### src/rtl/regfile_mp.sv
// Multi-port register file: two write ports, NUM_RD combinational read ports
// with write-to-read bypass, and a hardware clear sequencer that zeroes one entry per cycle.
module regfile_mp #(
  parameter int DATA_W   = 32,
  parameter int ADDR_W   = 5,
  parameter int NUM_RD   = 2,
  parameter int ZERO_REG = 1
) (
  input  logic                       clk,
  input  logic                       rst,
  input  logic                       clr_req,
  output logic                       busy,
  input  logic                       we0,
  input  logic [ADDR_W-1:0]          waddr0,
  input  logic [DATA_W-1:0]          wdata0,
  input  logic                       we1,
  input  logic [ADDR_W-1:0]          waddr1,
  input  logic [DATA_W-1:0]          wdata1,
  input  logic [NUM_RD-1:0]          re,
  input  logic [NUM_RD*ADDR_W-1:0]   raddr,
  output logic [NUM_RD*DATA_W-1:0]   rdata,
  output logic                       wconflict
);

  localparam int DEPTH = 2 ** ADDR_W;
  localparam logic [ADDR_W-1:0] LAST_ADDR = ADDR_W'(DEPTH - 1);

  typedef enum logic {
    ST_CLEAR = 1'b0,
    ST_RUN   = 1'b1
  } state_t;

  state_t              state, state_nxt;
  logic [ADDR_W-1:0]   clr_cnt, clr_cnt_nxt;
  logic [DATA_W-1:0]   regs [DEPTH];

  logic                wr_ok;
  logic                w0_zero, w1_zero;
  logic                same_addr;
  logic                wr0_en, wr1_en;
  logic                conflict;

  assign busy = (state == ST_CLEAR);

  // ---------------------------------------------------------------------------
  // Clear sequencer FSM
  // ---------------------------------------------------------------------------
  // NOTE: state registers use non-blocking assignments so every flop samples
  // the pre-edge values of its neighbours, independent of block ordering.
  always_ff @(posedge clk or posedge rst) begin
    if (rst) begin
      state   <= ST_CLEAR;
      clr_cnt <= '0;
    end else begin
      state   <= state_nxt;
      clr_cnt <= clr_cnt_nxt;
    end
  end

  // NOTE: every output of this block gets a default first, so no path leaves
  // a signal unassigned and no latch can be inferred.
  always_comb begin
    state_nxt   = state;
    clr_cnt_nxt = clr_cnt;
    unique case (state)
      ST_CLEAR: begin
        clr_cnt_nxt = clr_cnt + 1'b1;
        if (clr_cnt == LAST_ADDR) state_nxt = ST_RUN;
      end
      ST_RUN: begin
        if (clr_req) begin
          clr_cnt_nxt = '0;
          state_nxt   = ST_CLEAR;
        end
      end
      default: state_nxt = ST_CLEAR;
    endcase
  end

  // ---------------------------------------------------------------------------
  // Write qualification: a clear request in RUN drops that cycle's writes
  // ---------------------------------------------------------------------------
  assign wr_ok     = (state == ST_RUN) && !clr_req;
  assign w0_zero   = (ZERO_REG != 0) && (waddr0 == '0);
  assign w1_zero   = (ZERO_REG != 0) && (waddr1 == '0);
  assign same_addr = (waddr0 == waddr1);

  // Port 1 is the younger instruction, so it wins a same-address collision.
  assign wr1_en   = wr_ok && we1 && !w1_zero;
  assign wr0_en   = wr_ok && we0 && !w0_zero && !(we1 && same_addr);
  assign conflict = wr_ok && we0 && we1 && same_addr && !w0_zero;

  // NOTE: the storage array has no reset term; the clear sequencer is what
  // initialises it, which keeps the array mappable onto plain flops/RAM.
  always_ff @(posedge clk) begin
    if (state == ST_CLEAR) begin
      regs[clr_cnt] <= '0;
    end else begin
      if (wr0_en) regs[waddr0] <= wdata0;
      if (wr1_en) regs[waddr1] <= wdata1;
    end
  end

  always_ff @(posedge clk or posedge rst) begin
    if (rst) wconflict <= 1'b0;
    else     wconflict <= conflict;
  end

  // ---------------------------------------------------------------------------
  // Read ports with bypass; port 1 data takes precedence over port 0
  // ---------------------------------------------------------------------------
  for (genvar i = 0; i < NUM_RD; i++) begin : g_rd
    logic [ADDR_W-1:0] ra;
    logic [DATA_W-1:0] rd;

    assign ra = raddr[i*ADDR_W +: ADDR_W];

    always_comb begin
      rd = '0;
      if (busy || !re[i]) begin
        rd = '0;
      end else if ((ZERO_REG != 0) && (ra == '0)) begin
        rd = '0;
      end else if (we1 && (waddr1 == ra)) begin
        rd = wdata1;
      end else if (we0 && (waddr0 == ra)) begin
        rd = wdata0;
      end else begin
        rd = regs[ra];
      end
    end

    assign rdata[i*DATA_W +: DATA_W] = rd;
  end

endmodule

### config.mk
export PLATFORM = sky130hd
export DESIGN_NAME = regfile_mp
export DESIGN_NICKNAME = d
export VERILOG_FILES = /design/src/rtl/regfile_mp.sv
export SDC_FILE = /design/constraint.sdc
export NUM_CORES = 2
export LEC_CHECK = 0
export BUFFER_PORTS_ARGS = -buffer_cell sky130_fd_sc_hd__buf_2
export CORE_MARGIN = 5
export CORE_UTILIZATION = 35
export DETAILED_ROUTE_END_ITERATION = 8
export GPL_ROUTABILITY_DRIVEN = 0
export PLACE_DENSITY_LB_ADDON = 0.3
export SETUP_SLACK_MARGIN = 0.02
export SYNTH_ARGS = -nofsm -noshare
export SYNTH_HDL_FRONTEND = slang
export SYNTH_SLANG_ARGS = --single-unit
### constraint.sdc
create_clock -name clk -period 5.5 [get_ports clk]
set_input_delay 0.275 -clock clk [delete_from_list [all_inputs] [get_ports clk]]
set_output_delay 0.275 -clock clk [all_outputs]
set_load 0.03 [all_outputs]
# == Word-level counts from Yosys, hierarchy flattened ==
# Memory sizes are Yosys's and may differ from the RTL's.
# Index checks and enable logic that the tools add are counted.
# op_classes
eq_ne,7
n_addsub,1
n_reduce_logical,27
bitwise,1
mux,23
# op_table
op,n
32-bit two-way mux,9
32-bit OR reduction,1
5-bit == test,5
5-bit logical NOT,4
1-bit logical AND,14
1-bit two-way mux,10
5-bit two-way mux,2
5-bit case mux with 2 select lines,1
1-bit logical NOT,6
"5-bit by 1-bit adder with 5-bit output, second input constant",1
"5-bit == test, second input constant",1
1-bit logical OR,2
"2-bit != test, second input constant",1
1-bit case mux with 2 select lines,1
1-bit NOT,1
# totals
elab_cells,63
out_inout_bits,66
ram_bits,1024
n_memories,1
regBits,7
# memory_table
name,depth,word_bits,read_ports,rd_ports_with_merged_regs,wr,line,source
regs,32,32,2,0,2,35,logic [DATA_W-1:0] regs [DEPTH];

# == Longest topological paths before layout ==
# logic_depth
word_depth,10
ltp_mapped,9
mapped_depth_nobuf,5

# == Least setup slack after synthesis ==
# Ideal clock, no wire load.
# synth_path
kind,input -> register
from,input port waddr0[0]
to,"memory regs[3][0], enable pin"
arrival_ns,3.350
n_path_buf,3
path_stages,8
setup_ns,0.433
setup_slack_ns,1.717
cell_sequence,buf_2 xor2_1 nor4_2 a31oi_2 buf_6 buf_6 mux2_4 o22ai_1
# synth_rtl
item,line,source
from (decl),14,"input logic [ADDR_W-1:0] waddr0,"
to (decl),35,

# == Worst setup path in the final report ==
# layout_path
from,input port raddr[2]
to,output port rdata[1]
# layout_via
elab_chain_cells,6
# layout_rtl
item,line,source
from (decl),20,"input logic [NUM_RD*ADDR_W-1:0] raddr,"
"parallel branches: the longest is 4 deep, another holds memory 32 x 32 bit",-,
32-bit two-way mux *,122,end else if ((ZERO_REG != 0) && (ra == '0)) begin
32-bit two-way mux *,120,if (busy || !re[i]) begin
to (decl),21,"output logic [NUM_RD*DATA_W-1:0] rdata,"
# Every way passes the cells marked *.

==> qor.yml <==
pwr:
  seq_power_share_pct: 47.0
  swShare_pct: 29.15
  p_per_area_nw_per_um2: 321.8
  power_mw: 21.02
  clkPwrFrac_pct: 35.1
  p_leak_nw: 20.70
  switchingPower_mw: 6.128
  peakVddDrop_uv: 232.3
  p_int_mw: 14.89
  p_comb_share_pct: 17.8
placement:
  pre_cts_ws_ps: 1090
  portBuffers: 156
  dp_hpwl_um: 138400
clocking:
  clock_sinks: 1031
  htree_levels: 3
  clk_pin_slew_ps: 60
  clockBufferDepth: 3
  cts_setup_buffers: 0
  cts.root.buffer_cell: "clkbuf_16"
  cts_tree: "done"
  cts_buffers: 107
  clkLatencyLatePin_ps: 730
setup_path:
  worst-r2r-setup-slack_ps: 1480
  cp-end-kind: "output port"
  crit_path_start_kind: "primary input"
  worstPathRequired_ps: 5220
  cp.arrival_ps: 4280
  timing.setup.critical_path_class: "in2out"
  critPathMaxFanout: 61
synth:
  synthFlopType: "edfxtp_1"
  synth_warnings: 0
  synth_area_um2: 59350
  yosysSeqAreaShare_pct: 52.11
  synthTopCellsByCount: "1131 x nand2_1, 1024 x edfxtp_1, 1021 x o21ai_0, 544 x mux4_2, 411 x clkbuf_1"
  syn-instance-count: 4926
  ys_seq_elements: 1031
  synthArstFlopShare_pct: 0.6790
  yosysTopAreaCell: "edfxtp_1"
  synth_edf_count: 1024
  synth_top_area_share_pct: 51.81
  syn_avg_cell_area_um2: 12.05
  synth_most_common_cell: "nand2_1"
  synth_nets: 5019
  ys_types: 58
  yosys-top-cells-area: "edfxtp_1 52%, mux4_2 21%, o21ai_0 8.6%, nand2_1 7.2%, clkbuf_1 2.6%"
route:
  routed_wl_um: 229400
  drcViolationCount: 0
  wl_per_cell_um: 32.82
  first_pass_iters: 9
  ant_nets: 0
  vias_per_cell: 6.267
  routed-via-count: 43802
  first_iter_violations: 6556
global_route:
  grt-ovfl-total: 0
  grt_pass1_vias: 41934
  grt_max_degree: 93
  grt_pass1_wl_um: 322100
  grt_usage_pct: 25.07
  antenna_found_initial: 11
status:
  outcome: "complete, no violations"
sta:
  holdWs_ps: 36.37
  rsz0062_at_grt: "no"
  fmax_ghz: 0.2197
  slew_headroom_pct: 7.910
  min_period_ps: 4552
  finalClockSkew_ps: 30.49
  hold_violations: 0
  fin_tns_setup_ps: 0
  setup_viol_count_final: 0
  slew_violations: 0
  setup_ws_ps: 947.7
  worst_slew_pin_slew_ps: 1377
  period_share_pct: 82.77
cells_and_area:
  nets: 4775
  fin_util_pct: 38.63
  syn_to_final_growth_pct: 10.05
  multi_input_area_um2: 25830
  regArea_um2: 30920
  drive_gt1_share_pct: 22.98
  fillCellCount: 15712
floorplan:
  rows: 151
  die_h_um: 421.8
  dieArea_um2: 177900
  start_util_pct: 35.10
  io_pins: 157
  chipWidth_um: 421.8
  fp.coreArea_um2: 169100
worst_hold_path:
  hold_class: "in2async"
flow_run:
  maxCapViolCount: 0
==> per-stage QoR <==
step / cell area (µm²) / cells
after floorplan: 59350 / 4926
after global placement: 61830 / 6787
after detailed placement: 61830 / 6787
after CTS: 65300 / 6982
after global routing: 65300 / 6984
final: 65310 / 6989
==> cells by family (layout without fill, tap and decap cells) <==
logic type / after synthesis / count (layout) / share of synthesized area (%)
AO/OA/AOI/OAI: 1364 / 1364 / 12.81
XOR/XNOR: 25 / 25 / 0.3689
adder cells (fa/ha/maj): 2 / 2 / 0.04216
buffers and inverters: 699 / 537 / 5.389
flip-flops: 1031 / 1031 / 52.11
multiplexers: 552 / 552 / 20.80
other: 0 / 7 / 0
AND/OR/NAND/NOR: 1253 / 1253 / 8.477
==> critical path, cell delays in order <==
cell and delay [ps]:
buf_8 490, xor2_1 130, nor4_1 200, and3_2 930, or2_2 970, o221ai_1 780
buf_2 410
==> layout by cell type, fill, tap and decap left out, drive strengths merged, types with 11 or more instances in the layout <==
cell     instances
nand2         1131
o21ai         1027
edfxtp        1024
mux4           544
buf            303
o22ai          164
clkbuf         123
a22oi           65
clkinv          51
inv             42
or4             33
o2bb2ai         33
o221ai          32
o21bai          29
nor3            28
xor2            15
nor2            14
bufinv          11
==> worst paths after layout <==
kind,end,depth (start not counted),startpoint
min in group clk,regs[0][5]$_DFFE_PP_,4,wdata0[5]
max in group asynchronous,wconflict$_DFF_PP0_,3,rst
worst max-delay path,rdata[1],7,raddr[2]
worst max register to register,regs[29][19]$_DFFE_PP_,7,state$_DFF_PP0_
worst min register to register,clr_cnt[0]$_DFFE_PP0P_,1,clr_cnt[0]$_DFFE_PP0P_
worst min-delay path,clr_cnt[1]$_DFFE_PP0P_,3,rst
==> per-layer routing <==
layer / vias to the layer above / share of wire (%) / GRT usage (%)
li1: 18274 / - / -
met1: 22000 / 37 / 32.50
met2: 2938 / 46 / 39.01
met3: 578 / 11 / 5.701
met4: 12 / 6.4 / 14.09
met5: - / 0.054 / 0
==> repair_timing <==
action,CTS,global route
hold buffers,4,0
resized for setup,0,0
hold endpoints to repair,9,0
==> power groups by stage <==
stage | sequential [mW] | clock, mW | combinational (mW)
final | 9.89 | 7.39 | 3.75
after global routing | 9.95 | 7.75 | 3.82
after global placement | 9.99 | 0 | 3.65
after CTS | 9.87 | 7.42 | 3.68
after detailed placement | 10.0 | 0 | 3.67
after floorplan | 9.92 | 0 | 2.08
==> registers in the layout, summed over array words and instances (netlist names) <==
register,count
wconflict,1
clr_cnt,5
state,1
regs,1024
==> area by class of cell <==
class                      count  share of cell area, %
multi-input combinational   3196                  39.55
antenna                        7                0.02682
sequential                  1031                  47.35
clock inverter                68                 0.9866
tap                         2218                  4.249
timing repair buffer         307                  3.360
clock buffer                 123                  4.257
inverter                      39                 0.2241
Note: power is estimated with default switching activity, not from simulation.
